`src/rtl/load_store_unit.sv`:
```
// load_store_unit: sequences byte/halfword loads and stores onto an 8-bit memory.
// Ports: clk, rst (async, high); req_* valid/ready request; resp_* one-cycle
// response (rdata, err); mem_* byte-wide memory port (read data one cycle late).
module load_store_unit #(
   parameter int unsigned MEM_DEPTH = 16384
) (
   input  logic        clk,
   input  logic        rst,
   input  logic        req_valid,
   output logic        req_ready,
   input  logic        req_we,
   input  logic        req_size,
   input  logic        req_signed,
   input  logic [15:0] req_addr,
   input  logic [15:0] req_wdata,
   output logic        resp_valid,
   output logic [15:0] resp_rdata,
   output logic        resp_err,
   output logic [15:0] mem_daddr,
   output logic [7:0]  mem_data_in,
   output logic        mem_we,
   output logic        mem_read_e,
   input  logic [15:0] mem_data_out
);

   localparam logic [16:0] LP_DEPTH = 17'(MEM_DEPTH);

   typedef enum logic [2:0] {
      S_IDLE, S_WR0, S_WR1, S_RD0, S_RD1, S_RD2, S_RESP
   } state_t;

   state_t      r_state;
   state_t      w_next;
   logic [15:0] r_addr;
   logic [15:0] r_wdata;
   logic        r_size;
   logic        r_signed;
   logic [7:0]  r_lo;
   logic [15:0] r_rdata;
   logic        r_err;

   logic [16:0] w_addr1;
   logic        w_err;
   logic [15:0] w_addr_hi;
   logic [15:0] w_rdata;
   logic        w_unused;

   // 17-bit increment so 0xFFFF + 1 cannot wrap back into range
   assign w_addr1   = {1'b0, req_addr} + 17'd1;
   assign w_err     = ({1'b0, req_addr} >= LP_DEPTH) ||
                      (req_size && (w_addr1 >= LP_DEPTH));
   // only reached for in-range halfwords, so no overflow here
   assign w_addr_hi = r_addr + 16'd1;
   assign w_unused  = ^mem_data_out[15:8];

   always_ff @(posedge clk or posedge rst) begin
      if (rst) begin
         r_state <= S_IDLE;
      end else begin
         r_state <= w_next;
      end
   end

   always_comb begin
      w_next      = r_state;
      mem_we      = 1'b0;
      mem_read_e  = 1'b0;
      mem_daddr   = 16'h0000;
      mem_data_in = 8'h00;
      unique case (r_state)
         S_IDLE: begin
            if (req_valid) begin
               if (w_err)       w_next = S_RESP;
               else if (req_we) w_next = S_WR0;
               else             w_next = S_RD0;
            end
         end
         S_WR0: begin
            mem_we      = 1'b1;
            mem_daddr   = r_addr;
            mem_data_in = r_wdata[7:0];
            w_next      = r_size ? S_WR1 : S_RESP;
         end
         S_WR1: begin
            mem_we      = 1'b1;
            mem_daddr   = w_addr_hi;
            mem_data_in = r_wdata[15:8];
            w_next      = S_RESP;
         end
         S_RD0: begin
            mem_read_e = 1'b1;
            mem_daddr  = r_addr;
            w_next     = S_RD1;
         end
         S_RD1: begin
            if (r_size) begin
               mem_read_e = 1'b1;
               mem_daddr  = w_addr_hi;
               w_next     = S_RD2;
            end else begin
               w_next = S_RESP;
            end
         end
         S_RD2:   w_next = S_RESP;
         S_RESP:  w_next = S_IDLE;
         default: w_next = S_IDLE;
      endcase
   end

   // data presented at RESP; only RD1 (byte) and RD2 (halfword) feed it
   always_comb begin
      w_rdata = 16'h0000;
      if (r_state == S_RD1) begin
         if (r_signed) w_rdata = {{8{mem_data_out[7]}}, mem_data_out[7:0]};
         else          w_rdata = {8'h00, mem_data_out[7:0]};
      end else if (r_state == S_RD2) begin
         w_rdata = {mem_data_out[7:0], r_lo};
      end
   end

   always_ff @(posedge clk or posedge rst) begin
      if (rst) begin
         r_addr   <= 16'h0000;
         r_wdata  <= 16'h0000;
         r_size   <= 1'b0;
         r_signed <= 1'b0;
         r_lo     <= 8'h00;
         r_rdata  <= 16'h0000;
         r_err    <= 1'b0;
      end else begin
         if (r_state == S_IDLE && req_valid) begin
            r_addr   <= req_addr;
            r_wdata  <= req_wdata;
            r_size   <= req_size;
            r_signed <= req_signed;
         end
         if (r_state == S_RD1) begin
            r_lo <= mem_data_out[7:0];
         end
         // response registers change only on entry to RESP, then hold
         if (w_next == S_RESP) begin
            r_err   <= (r_state == S_IDLE);
            r_rdata <= w_rdata;
         end
      end
   end

   assign req_ready  = (r_state == S_IDLE);
   assign resp_valid = (r_state == S_RESP);
   assign resp_rdata = r_rdata;
   assign resp_err   = r_err;

endmodule
```
`config.mk`:
```
export PLATFORM = sky130hd
export DESIGN_NAME = load_store_unit
export DESIGN_NICKNAME = d
export VERILOG_FILES = /design/src/rtl/load_store_unit.sv
export SDC_FILE = /design/constraint.sdc
export NUM_CORES = 1
export LEC_CHECK = 0
export ABC_AREA = 1
export CORE_AREA = 3 3 94 96
export DETAILED_ROUTE_END_ITERATION = 8
export DIE_AREA = 0 0 97 99
export GPL_TIMING_DRIVEN = 0
export PLACE_DENSITY_LB_ADDON = 0.25
export SLEW_MARGIN = 10
export SYNTH_ARGS = -nofsm -noshare
export SYNTH_HDL_FRONTEND = slang
export SYNTH_SLANG_ARGS = --single-unit
```
`constraint.sdc`:
```
create_clock -name clk -period 1.9 [get_ports clk]
set_input_delay 0.475 -clock clk [delete_from_list [all_inputs] [get_ports clk]]
set_output_delay 0.475 -clock clk [all_outputs]
set_load 0.01 [all_outputs]
```
# Word level (Yosys, flattened, before mapping)
# Cells that the tools add are included.
[op_classes] eq_ne=7 n_reduce_logical=7 muxes=15 order_cmp=2 addsub=2
[op_table] operator="two-way mux 16 bit" count=4
[op_table] operator="case mux 16 bit (3 select lines)" count=1
[op_table] operator="adder 16 x 1 -> 17 bit, second input constant" count=1
[op_table] operator="greater-or-equal comparator 17 x 15 -> 1 bit, second input constant" count=1
[op_table] operator="adder 16 x 1 -> 16 bit, second input constant" count=1
[op_table] operator="greater-or-equal comparator 16 x 15 -> 1 bit, second input constant" count=1
[op_table] operator="case mux 8 bit (2 select lines)" count=1
[op_table] operator="case mux 3 bit (5 select lines)" count=1
[op_table] operator="== test 3 bit, second input constant" count=4
[op_table] operator="two-way mux 3 bit" count=3
[op_table] operator="== test 3 x 2 -> 1 bit, second input constant" count=2
[op_table] operator="OR reduction 2 bit" count=3
[op_table] operator="two-way mux 2 bit" count=2
[op_table] operator="== test 3 x 1 -> 1 bit, second input constant" count=1
[op_table] operator="logical NOT 3 bit" count=1
[op_table] operator="logical AND 1 bit" count=2
[op_table] operator="two-way mux 1 bit" count=2
[op_table] operator="case mux 1 bit (2 select lines)" count=1
[op_table] operator="logical OR 1 bit" count=1
[totals] elab_cells=41 out_inout_bits=45 input_bits=54 reg_bits=62

# Longest topological paths before layout
[depth] word_depth=8 mapped_depth=12 ltp_nobuf=11

# Least setup slack after synthesis
# OpenSTA, ideal clock, no wires.
[synth_timing] kind="reg2out" start="register r_state[1]" end="output port mem_daddr[14]" setup_slack_ns=0.001 arrival_time_ns=1.424 stages_incl_launch_ff=10 required_ns=1.425 n_path_buf=1 path_cell_list="dfrtp_1 > inv_2 > nand3_2 > nor2_1 > inv_2 > nand2_1 > buf_2 > nand2_1 > nand3_1 > and3_1"
[synth_via] elab_chain_cells=3 word_cells_on_any_way=6 classes_between="eq/ne: 4; mux: 1; reduce/logical: 1"
[synth_lines] item="start: declaration" line_no="32" source="state_t r_state;"
[synth_lines] item="start signal: assignment" line_no="60" source="r_state <= w_next;"
[synth_lines] item="== test 3 x 2 -> 1 bit / == test 3 x 1 -> 1 bit (equally long branches)" line_no="70" source="unique case (r_state)"
[synth_lines] item="OR reduction 2 bit (no source line)"
[synth_lines] item="case mux 16 bit (3 select lines) (*)" line_no="70"
[synth_lines] item="end: declaration" line_no="19" source="output logic [15:0] mem_daddr,"
# Mark *: on every way between the ends. The rest lies on a longest branch, timed or not.

# Worst setup path in the final report
[layout_timing] start="register r_addr[0]" end="output port mem_daddr[12]"
[layout_via] elab_chain_cells=3
[layout_lines] item="start: declaration" line_no="34" source="logic [15:0] r_addr;"
[layout_lines] item="start signal: assignment" line_no="132" source="r_addr <= req_addr;"
[layout_lines] item="adder 16 x 1 -> 16 bit (*)" line_no="53" source="assign w_addr_hi = r_addr + 16'd1;"
[layout_lines] item="two-way mux 16 bit" line_no="96" source="if (r_size) begin"
[layout_lines] item="case mux 16 bit (3 select lines) (*)" line_no="70"
# Marked as above.

==> impl_metrics.csv <==
group,metric,value,unit
outcome,status,"finished with violations",
outcome,failed_checks,"negative setup slack",
run,max_cap_check_violation_count,0,
placed_design,dpl_cell_area,0.004293,mm2
yosys,yosysWarnings,0,
global_routing,antenna_found_initial,0,
floorplan,num_rows,33,
yosys,summed_instance_area_of_the_synthesized_netlist,0.003237,mm2
worst_setup_path,worst-path-max-fanout,4,
route,drtIter0Drc,319,
worst_setup_path,worst_ep_arrival_time,1.86,ns
placed_design,place.gp.congestion,0.8508,
route,drt_drc_violations_left,0,
power_and_ir_drop,vdd.ir_drop.worst,619.1,uV
yosys,post_synth_num_cell_types,29,
floorplan,die-area,0.009603,mm2
timing,finalSetupViolCount,45,
power_and_ir_drop,total_leakage_power,2.498,nW
clock_network,hold_buffers,0,
placed_design,numPortBuffers,90,
layout,finalNonFillerCells,676,
placed_design,detailedPlace.worstSlack,-0.8855,ns
global_routing,pin_count_of_the_biggest_net_entering_global_routing,33,
floorplan,start_util,39.79,%
layout,diodes,0,
route,drt.antenna.violating_nets,0,
clock_network,cts_buffer_depth,2,
global_routing,overflow,0,
worst_setup_path,endpoint_kind,"output pin",
yosys,post-synth-top-area-cell,"sky130_fd_sc_hd__dfrtp_1",
timing,setup_slack_of_the_critical_path_after_layout,-0.4338,ns
floorplan,floorplan.die.width,97,um
layout,layout.cells.most_common,"sky130_fd_sc_hd__nand2_1",
timing,max_freq,0.4285,GHz
power_and_ir_drop,power.total,8.904,mW
layout,design.final.nets,621,
route,vias_per_cell,5.178,
route,drt-wirelength-per-cell,16.30,um
clock_network,cts.clk_slew.worst_paths,0.07,ns
clock_network,tritoncts,"yes",
yosys,ys_seq_elements,62,
layout,area_of_all_placed_cells_without_fillers,0.005264,mm2
yosys,yosys.area.top_type_share,47.93,%
global_routing,wire_length_of_the_first_global_routing_pass,16440,um
clock_network,tritoncts.num_buffers,9,
worst_setup_path,timing.critical_path.slowest_cell_delay,0.43,ns
worst_setup_path,setup.worst_path.class,"reg2out",
clock_network,clock_insertion_delay_worst_skew,0.34,ns
floorplan,chipHeight,99,um
min_path,hp-class,"reg2reg",
timing,rsz0062_at_grt,"yes",
timing,clock-skew-final,0.008835,ns
worst_setup_path,crit_path_top_delay_cell,"sky130_fd_sc_hd__dfrtp_1",
worst_setup_path,start_kind,"register",
layout,utilization,64.71,%
timing,timing.final.hold_violations,0,
clock_network,number_of_h_tree_branching_levels,3,
layout,fillerInstances,667,
route,drt-pass1-iter-count,5,
placed_design,detailedPlacementHpwl,6534,um
clock_network,cts_num_sinks,62,
timing,min_period_over_period,122.8,%
layout,syn2layout_area_growth,62.62,%
clock_network,cts_root_buf,"sky130_fd_sc_hd__clkbuf_8",
layout,mostFrequentLayoutCells,"sky130_fd_sc_hd__nand2_1 (119), sky130_fd_sc_hd__clkdlybuf4s50_1 (62), sky130_fd_sc_hd__dfrtp_1 (59)",
floorplan,top_level_ports,99,
timing,min_period,2.334,ns
yosys,synth.yosys.seq_area_share,47.93,%
yosys,syn-num-nets,474,
yosys,post_synth.cell_area_avg,7.725,um2
power_and_ir_drop,pwr_density_cell,1692,mW/mm2
timing,fin_hold_ws,0.4833,ns
floorplan,coreArea,0.008134,mm2
worst_setup_path,critical_path.cell_chain,"ha_4 > nand2_4 > nor3_4 > nand3_2 > o21ai_1 > o211ai_1 > o21ai_1 > buf_2",
timing,worst_slew_margin_rel,50.75,%
layout,drive_gt1_share,30.47,%
worst_setup_path,worst_path_most_repeated_cell,"sky130_fd_sc_hd__o21ai_1",
yosys,synthCells,419,
yosys,ys_top_cells_by_area,"sky130_fd_sc_hd__dfrtp_1 (48%), sky130_fd_sc_hd__nand2_1 (15%), sky130_fd_sc_hd__o21ai_0 (8.3%), sky130_fd_sc_hd__inv_1 (5.9%), sky130_fd_sc_hd__o22ai_1 (4.1%)",
timing,worst_slew_pin_slew,0.7371,ns
global_routing,grt_use_total,21.13,%
route,routed-via-count,3500,
timing,totalNegativeSetupSlack,-8.413,ns
worst_setup_path,timing.critical_path.required,1.42,ns
global_routing,vias_in_the_first_global_route,3397,
timing,final-max-slew-violation-count,0,
placed_design,placedCellCount,615,
route,routed_wl,11020,um
## per-layer routing
| layer | track usage (%) | vias to the layer above | wire, um |
|---|---|---|---|
| met1 | 26.87 | 1651 | 4509 |
| met3 | 4.600 | 36 | 675 |
| met4 | 7.775 | 0 | 433 |
| li1 | - | 1671 | - |
| met2 | 35.51 | 142 | 5400 |
| met5 | 0 | - | 0 |
## Yosys cell counts
cell type / instances
sky130_fd_sc_hd__nand2_1: 126
sky130_fd_sc_hd__dfrtp_1: 62
sky130_fd_sc_hd__o21ai_0: 54
sky130_fd_sc_hd__inv_1: 51
sky130_fd_sc_hd__o22ai_1: 21
sky130_fd_sc_hd__nor2_1: 19
sky130_fd_sc_hd__nand4_1: 16
sky130_fd_sc_hd__nand3_1: 11
sky130_fd_sc_hd__clkbuf_1: 10
sky130_fd_sc_hd__inv_2: 8
sky130_fd_sc_hd__o21ai_1: 6
sky130_fd_sc_hd__buf_2: 4
sky130_fd_sc_hd__nand2_4: 4
sky130_fd_sc_hd__nand3_2: 4
sky130_fd_sc_hd__xor2_1: 4
sky130_fd_sc_hd__a21oi_1: 3
sky130_fd_sc_hd__nor3_1: 3
sky130_fd_sc_hd__buf_6: 2
sky130_fd_sc_hd__a22oi_1: 1
sky130_fd_sc_hd__a31oi_1: 1
sky130_fd_sc_hd__and3_1: 1
sky130_fd_sc_hd__ha_1: 1
sky130_fd_sc_hd__inv_4: 1
sky130_fd_sc_hd__nand2_2: 1
sky130_fd_sc_hd__nand3_4: 1
sky130_fd_sc_hd__nor2_2: 1
sky130_fd_sc_hd__nor3_2: 1
sky130_fd_sc_hd__nor3_4: 1
sky130_fd_sc_hd__o211ai_1: 1
## area by class of cell
cell class	instances	area (um2)	share of cell area [%]
repair inverters	1	6.256	0.1188
inverters	60	259.0	4.920
flip-flops and latches	62	1555	29.55
repair buffers	134	1257	23.89
clock inverters	4	45.04	0.8557
clock buffers	12	155.1	2.947
plain buffers	16	123.9	2.353
multi-input cells	282	1730	32.87
well taps	105	131.4	2.496
## worst max-delay path, delay by kind of cell, from the launching register on
family / cells / cell delay (ns)
simple gates: 3 / 0.41
buf+inv: 1 / 0.16
flops: 1 / 0.43
compound gates: 3 / 0.35
fa+ha+maj: 1 / 0.17
## sequential cells by signal (all words and copies together), names as in the netlist
signal / count
r_addr: 16
r_lo: 8
r_signed: 1
r_size: 1
r_state: 3
r_wdata: 16
resp_err: 1
resp_rdata: 16
## worst paths after layout
path / start / to / slack (ns) / cells past startpoint
worst max-delay path: r_addr[0]$_DFFE_PP0P_ / mem_daddr[12] / -0.43 / 8
worst min-delay path: resp_rdata[11]$_DFFE_PP0N_ / resp_rdata[11]$_DFFE_PP0N_ / 0.48 / 2
worst max register to register: r_state[2]$_DFF_PP0_ / resp_rdata[3]$_DFFE_PP0N_ / -0.07 / 12
worst min register to register: resp_rdata[11]$_DFFE_PP0N_ / resp_rdata[11]$_DFFE_PP0N_ / 0.48 / 2
max in group asynchronous: rst / r_addr[7]$_DFFE_PP0P_ / 0.69 / 3
min in group asynchronous: rst / resp_rdata[13]$_DFFE_PP0N_ / 0.61 / 2
## cell families (layout without fill, tap and decap cells)
logic type / after synthesis / after routing / share of synthesized area, %
AO/OA/AOI/OAI: 87 / 87 / 14.46
XOR/XNOR: 4 / 4 / 1.082
adder cells (fa/ha/maj): 1 / 1 / 0.3865
buffers and inverters: 76 / 227 / 9.509
flip-flops: 62 / 62 / 47.93
AND/OR/NAND/NOR: 189 / 190 / 26.63
## repair_timing
item	CTS	global route
setup endpoints to repair	38	44
endpoints found under the hold margin	0	0
setup buffers	27	16
gates cloned	2	2
gates resized for setup	190	68
pin swaps	17	17
## where the power goes
| group | leakage [nW] | internal (mW) | switching (mW) |
|---|---|---|---|
| sequential | 0.782 | 1.92 | 0.376 |
| clock | 0.106 | 0.672 | 0.510 |
| combinational | 1.61 | 2.42 | 3.01 |
| total | 2.50 | 5.01 | 3.90 |
Note: power is estimated with default switching activity, not from simulation.
